[src/rtl/output_layer_accumulator_if.sv]
// Stream interface for the output-layer accumulator: pixel/weight beats in,
// clamped per-class score vector out, each with a valid/ready handshake.
interface output_layer_accumulator_if #(
   parameter int CLASSES = 10
);
   logic                     in_valid;
   logic                     in_ready;
   logic [7:0]               in_pixel;
   logic [CLASSES-1:0][7:0]  in_weights;
   logic                     out_valid;
   logic                     out_ready;
   logic [CLASSES-1:0][7:0]  result;

   modport master (
      output in_valid, in_pixel, in_weights, out_ready,
      input  in_ready, out_valid, result
   );

   modport slave (
      input  in_valid, in_pixel, in_weights, out_ready,
      output in_ready, out_valid, result
   );
endinterface

[src/rtl/output_layer_accumulator.sv]
// Per-class MAC over IMG_SIZE beats, then shift/clamp into an 8-bit score
// vector that is held until the argmax stage takes it.
module output_layer_accumulator #(
   parameter int IMG_SIZE = 256,
   parameter int CLASSES  = 10,
   parameter int SHIFT    = 7
) (
   input  logic                        clk,
   input  logic                        rst,
   output_layer_accumulator_if.slave   bus
);
   localparam int CNT_W = $clog2(IMG_SIZE);
   localparam logic [CNT_W-1:0] LAST_CNT = CNT_W'(IMG_SIZE - 1);

   typedef enum logic {ACCUM, DONE} state_t;

   state_t           state_q, state_d;
   logic [CNT_W-1:0] beat_cnt_q, beat_cnt_d;
   logic             accept, last_beat, release_out;

   // in_ready is gated by rst so it stays low while reset is held.
   assign bus.in_ready  = (state_q == ACCUM) & ~rst;
   assign bus.out_valid = (state_q == DONE);
   assign accept        = bus.in_valid & bus.in_ready;
   assign last_beat     = (beat_cnt_q == LAST_CNT);
   assign release_out   = (state_q == DONE) & bus.out_ready;

   always_comb begin
      state_d    = state_q;
      beat_cnt_d = beat_cnt_q;
      unique case (state_q)
         ACCUM: begin
            if (accept) begin
               if (last_beat) begin
                  beat_cnt_d = '0;
                  state_d    = DONE;
               end else begin
                  beat_cnt_d = beat_cnt_q + 1'b1;
               end
            end
         end
         DONE: begin
            if (bus.out_ready) state_d = ACCUM;
         end
         default: state_d = ACCUM;
      endcase
   end

   always_ff @(posedge clk or posedge rst) begin
      if (rst) begin
         state_q    <= ACCUM;
         beat_cnt_q <= '0;
      end else begin
         state_q    <= state_d;
         beat_cnt_q <= beat_cnt_d;
      end
   end

   for (genvar i = 0; i < CLASSES; i++) begin : g_lane
      logic signed [23:0] acc_q, acc_d, sum, shifted;
      logic signed [16:0] px_s, w_s, prod;
      logic [7:0]         res_q, res_d, clamped;

      always_comb begin
         px_s    = 17'($signed({1'b0, bus.in_pixel}));
         w_s     = 17'($signed(bus.in_weights[i]));
         prod    = px_s * w_s;
         sum     = acc_q + 24'(prod);
         shifted = sum >>> SHIFT;
         if (shifted[23])                clamped = 8'd0;
         else if (shifted > 24'sd255)    clamped = 8'hFF;
         else                            clamped = shifted[7:0];

         acc_d = acc_q;
         res_d = res_q;
         if (release_out) begin
            acc_d = '0;
         end else if (accept) begin
            acc_d = sum;
            // The final beat's product goes straight into the result.
            if (last_beat) res_d = clamped;
         end
      end

      always_ff @(posedge clk or posedge rst) begin
         if (rst) begin
            acc_q <= '0;
            res_q <= '0;
         end else begin
            acc_q <= acc_d;
            res_q <= res_d;
         end
      end

      assign bus.result[i] = res_q;
   end
endmodule
[src/flat_wrapper.sv]
// flat-port wrapper written by rule: the top's interface ports become plain ports
module output_layer_accumulator_flat 
#(
   parameter int IMG_SIZE = 256,
   parameter int CLASSES  = 10,
   parameter int SHIFT    = 7
)
  (clk, rst, bus_in_valid, bus_in_pixel, bus_in_weights, bus_out_ready, bus_in_ready, bus_out_valid, bus_result);
  output_layer_accumulator_if #(.CLASSES(CLASSES)) bus_i ();
  input  logic clk;
  input  logic rst;
  input wire logic [$bits(bus_i.in_valid)-1:0] bus_in_valid;
  input wire logic [$bits(bus_i.in_pixel)-1:0] bus_in_pixel;
  input wire logic [$bits(bus_i.in_weights)-1:0] bus_in_weights;
  input wire logic [$bits(bus_i.out_ready)-1:0] bus_out_ready;
  output wire logic [$bits(bus_i.in_ready)-1:0] bus_in_ready;
  output wire logic [$bits(bus_i.out_valid)-1:0] bus_out_valid;
  output wire logic [$bits(bus_i.result)-1:0] bus_result;
  assign bus_i.in_valid = bus_in_valid;
  assign bus_i.in_pixel = bus_in_pixel;
  assign bus_i.in_weights = bus_in_weights;
  assign bus_i.out_ready = bus_out_ready;
  assign bus_in_ready = bus_i.in_ready;
  assign bus_out_valid = bus_i.out_valid;
  assign bus_result = bus_i.result;
  output_layer_accumulator #(.IMG_SIZE(IMG_SIZE), .CLASSES(CLASSES), .SHIFT(SHIFT)) u_core (.clk(clk), .rst(rst), .bus(bus_i));
endmodule
[config.mk]
export PLATFORM = sky130hd
export DESIGN_NAME = output_layer_accumulator_flat
export DESIGN_NICKNAME = d
export VERILOG_FILES = /design/src/rtl/output_layer_accumulator_if.sv /design/src/rtl/output_layer_accumulator.sv /design/src/flat_wrapper.sv
export SDC_FILE = /design/constraint.sdc
export NUM_CORES = 2
export LEC_CHECK = 0
export CORE_MARGIN = 2
export CORE_UTILIZATION = 54
export CTS_CLUSTER_SIZE = 10
export DETAILED_ROUTE_END_ITERATION = 10
export PLACE_DENSITY = 0.72
export RECOVER_POWER = 25
export SLEW_MARGIN = 20
export SYNTH_ARGS = -nofsm -noshare
export SYNTH_HDL_FRONTEND = slang
export SYNTH_SLANG_ARGS = --single-unit
[constraint.sdc]
create_clock -name clk -period 18.1 [get_ports clk]
set_input_delay 3.62 -clock clk [delete_from_list [all_inputs] [get_ports clk]]
set_output_delay 3.62 -clock clk [all_outputs]
set_load 0.005 [all_outputs]
* Word-level counts from Yosys, hierarchy flattened *
Cells that the tools add are included.

word-level totals
  word-level logic and storage cells = 108
  register bits after elaboration = 329

cells by class
  multiply operators = 10
  reductions and logical operators = 3
  $add $sub $neg = 11
  multiplexer cells = 45
  equal/unequal tests = 1
  bitwise operators = 6
  $lt $le $gt $ge = 10

operators by type and width
  operator             number
  $mux 24              20
  $add 24x17->24       10
  $gt 17x9->1 const B  10
  $mul 9x8->17         10
  $mux 8               21
  $add 8x1->8 const B  1
  $eq 8x8->1 const B   1
  $and 1x1->1          3
  $mux 1               3
  $not 1->1            3
  $reduce_and 3->1     1
  $pmux 1 s2           1
  $reduce_and 2->1     1
  $reduce_bool 2->1    1

* Longest topological paths before layout *
  depth after elaboration = 5
  gate-level depth with buffers = 24
  depth with buffers taken out = 21

* Worst setup path after synthesis *
OpenSTA, ideal clock, no wires.

  kind = input -> register
  start point = input port rst
  end point = register u_core.g_lane[0].acc_q[15]
  path slack = 5.919 ns
  data arrival time = 12.060 ns
  required time = 17.979 ns
  cell stages on the path = 7
  library setup time = 0.121 ns
  buffers on the path = 3
  cell sequence = inv_1 -> and3_1 -> clkbuf_1 -> a21oi_1 -> clkbuf_1 -> clkbuf_1 -> a22o_1

between the ends
  word-level cells in the longest chain between the ends = 4

ends and longest elaborated chain
  element                      line                            source
  start, declared              flat_wrapper.sv:11              input logic rst;
  $not 1->1                    output_layer_accumulator.sv:22  assign bus.in_ready = (state_q == ACCUM) & ~rst;
  $and 1x1->1                  output_layer_accumulator.sv:22
  $and 1x1->1                  output_layer_accumulator.sv:24  assign accept = bus.in_valid & bus.in_ready;
  $reduce_bool 2->1 (no line)  --
  end signal, assigned         output_layer_accumulator.sv:87  acc_q <= '0;
  end signal, assigned         output_layer_accumulator.sv:90  acc_q <= acc_d;
  end, declared                output_layer_accumulator.sv:60  logic signed [23:0] acc_q, acc_d, sum, shifted;

Every way passes these cells.
A chain may end at the register's enable or synchronous reset.

* Final worst setup path *
  start point = input port rst
  end point = register u_core.g_lane[4].acc_q[15]

between the ends
  word-level cells in the longest chain between the ends = 4

ends and longest elaborated chain
  element                      line
  $not 1->1                    output_layer_accumulator.sv:22
  $and 1x1->1                  output_layer_accumulator.sv:22
  $and 1x1->1                  output_layer_accumulator.sv:24
  $reduce_bool 2->1 (no line)  --
  end signal, assigned         output_layer_accumulator.sv:87
  end signal, assigned         output_layer_accumulator.sv:90
  end, declared                output_layer_accumulator.sv:60

Every way passes these cells.

==> metrics.txt <==
most instantiated cells after synthesis=ha_1, inv_1, fa_1; Placeable Area=82100 um^2; CP Max Fanout=123; Syn Nets=6134; vias in the first global route=35500; grt total ovfl=0; Max Root-Sink Buffers=3; register bit total from synthesis=329; failing checks=capacitance limit, slew limit; Fin. Hold Viols=0; critical path arrival=12.76 ns; Slew Limit Fails=165; CP Class=in -> reg; placed inst area=47400 um^2; CP Depth=8; Placer Congestion=0.922; Worst EP required=18.55 ns; drt total wl=108 mm; final worst-path cycle share=68.0%; first-pass GRT wire length=181 mm; setup TNS=0 ns; post-synthesis mux area share=0.210%; post-synth top area share=22.9%; clk_lat worst skew=0.59 ns; ratio of cells with drive above 1 in the final layout=3.21%; Vias per Instance=5.66; asr flop ratio synth=100%; Vias=33600; RSZ-0062 raised after global routing=false; Worst slew margin=-285%; Std-Cell Rows=105; cell mode on critical path=buf_4; outcome=complete, but fails checks; Layout area overhead=9.07%; Top delay family on crit path=buffers and inverters; Fmax=81.2 MHz; drt wl/cell=18.1 um; max-cap violations=2; simple-gate share of the synthesized area=13.4%; post-CTS setup buffers=0; Final Instance Area=48800 um^2; CTS H-tree lvls=2; initial core utilization=54.5%; top-count cell post-synth=ha_1; R2R depth=19; IO Count=174; antenna violations before repair=12; CP bufs+invs=4; Clock Tree Root=clkbuf_16; Nets=6196; CTS Buf Count=45; Die ar.=85200 um^2; Post-synth EDFFs=0; area leader, netlist=fa_1; Crit path largest cell delay=4.20 ns; largest net degree at the start of global routing=142; antenna violation net count after detailed routing=0; Setup Viol. Count Final=0; final hold slack=0.466 ns; Iteration-0 DRC Markers=1736; Clock Skews=0.0175 ns; Avg Inst Size Synth=9.39 um^2; Detailed Place HPWL=80.0 mm; Tmin final=12.31 ns; hold path depth=1; die width=292 um; critical path cell sequence=dlygate4sd3_1, clkinvlp_2, and3_4, a21oi_4, buf_4, buf_4, nand2_1, o21ai_0; Mapped Area=44800 um^2; Area contributors post-synth=fa_1, ha_1, dfrtp_1; adder-cell share of the synthesized area=44.2%; ys flop type=dfrtp_1; CTS tree=done; critical path capture point type=flip-flop; Final Util=59.5%; slowest stage cell, crit path=clkinvlp_2; Worst Setup Start Kind=input pin; combinational family with the most area after synthesis=adder cells; library cells used by synthesis=83; Post-CTS Hold Buffers=0; Synth warnings=0; Die Ht=292 um; drc violations=0; Worst-Margin Slew=5.75 ns; aggregate global-route resource usage=26.1%; DRT Pass-1 Iters=5; Clock transition at path regs=0.06 ns; HP Class=reg -> reg; Num Clock Sinks=329; Seq/Total Area, Yosys=18.4%; count of input and output buffers=173; PostCTS Resize Cnt=0; compound-gate portion of the synthesized area=12.4%; Post-Syn Instances=4769; post-synthesis xor/xnor area fraction=3.95%; # fillers=7112
-- logic make-up after synthesis --
family                     count (synthesis)
adders and majority gates               1273
and+or+nand+nor                         1241
buffers and inverters                    892
AOI/OAI and AO/OA                        823
DFF                                      329
xor gates and xnor gates                 202
muxes                                      9
-- flip-flops by register name (all words and copies together) (netlist names) --
name                  cells
u_core.g_lane.res_q      80
u_core.g_lane.acc_q     240
u_core.bus.out_valid      1
u_core.beat_cnt_q         8
-- worst register-to-register path: cells and delay by family (launching register included) --
family | cells | cell delay, ns
adder cells (fa/ha/maj) | 6 | 2.78
AO/OA/AOI/OAI | 6 | 1.75
AND/OR/NAND/NOR | 2 | 0.85
flip-flops | 1 | 0.32
buffers and inverters | 4 | 0.25
XOR/XNOR | 1 | 0.12
-- cells in the final DEF, fill, tap and decap left out, types with 16 or more instances in the layout --
master	n
xor2_1	66
nor3_1	28
xnor2_1	136
buf_4	28
nand2_1	479
nand3_1	47
dlygate4sd3_1	53
inv_1	701
clkdlybuf4s50_1	112
nand2b_1	38
a31oi_1	30
o21bai_1	17
nor2b_1	27
nand4_1	21
o31a_1	16
and2_1	298
nor2_1	221
fa_1	512
o21ai_0	203
clkbuf_16	45
a22o_1	108
dfrtp_1	329
o22ai_1	33
o21a_1	38
a211oi_1	29
ha_1	761
a21o_1	43
a21oi_1	164
-- area by class of cell --
| class | instances | area (um^2) | area share [%] |
|---|---|---|---|
| multi-input cells | 3548 | 33200 | 68.0 |
| clock buffers | 60 | 1220 | 2.50 |
| inverters | 710 | 2670 | 5.46 |
| clock inverters | 14 | 225 | 0.461 |
| diodes | 8 | 20.0 | 0.0410 |
| repair buffers | 197 | 1900 | 3.88 |
| well taps | 1070 | 1340 | 2.74 |
| flip-flops and latches | 329 | 8230 | 16.9 |
-- per-stage QoR --
stage | instances | setup slack (ns)
2_1_floorplan | 4769 | 5.36
3_3_place_gp | 5854 | 7.39
3_5_place_dp | 5854 | 7.40
4_1_cts | 5928 | 8.02
5_1_grt | 5933 | 4.12
6_report | 5936 | 5.79
-- per-layer routing --
metal	track usage, %	vias up	wire, um
li1	-	15900	-
met1	35.5	16800	48400
met2	43.6	762	50800
met3	3.85	177	5560
met4	7.27	10	2810
met5	0	-	60
-- path summary, 6_finish.rpt --
| kind | slack, ns | to | from |
|---|---|---|---|
| worst min-delay path | 0.47 | u_core.beat_cnt_q[6] | u_core.beat_cnt_q[6] |
| worst min register to register | 0.47 | u_core.beat_cnt_q[6] | u_core.beat_cnt_q[6] |
| min in group asynchronous | 5.30 | u_core.g_lane[8].acc_q[22] | rst |
| max in group asynchronous | 9.69 | u_core.g_lane[3].res_q[3] | rst |
| worst max register to register | 11.92 | u_core.g_lane[6].res_q[3] | u_core.g_lane[6].acc_q[6] |
| worst max-delay path | 5.79 | u_core.g_lane[4].acc_q[15] | rst |
Power is left out: the tool's default activity adds up to more than one toggle a clock period on the data nets, which glitch-free logic cannot reach.
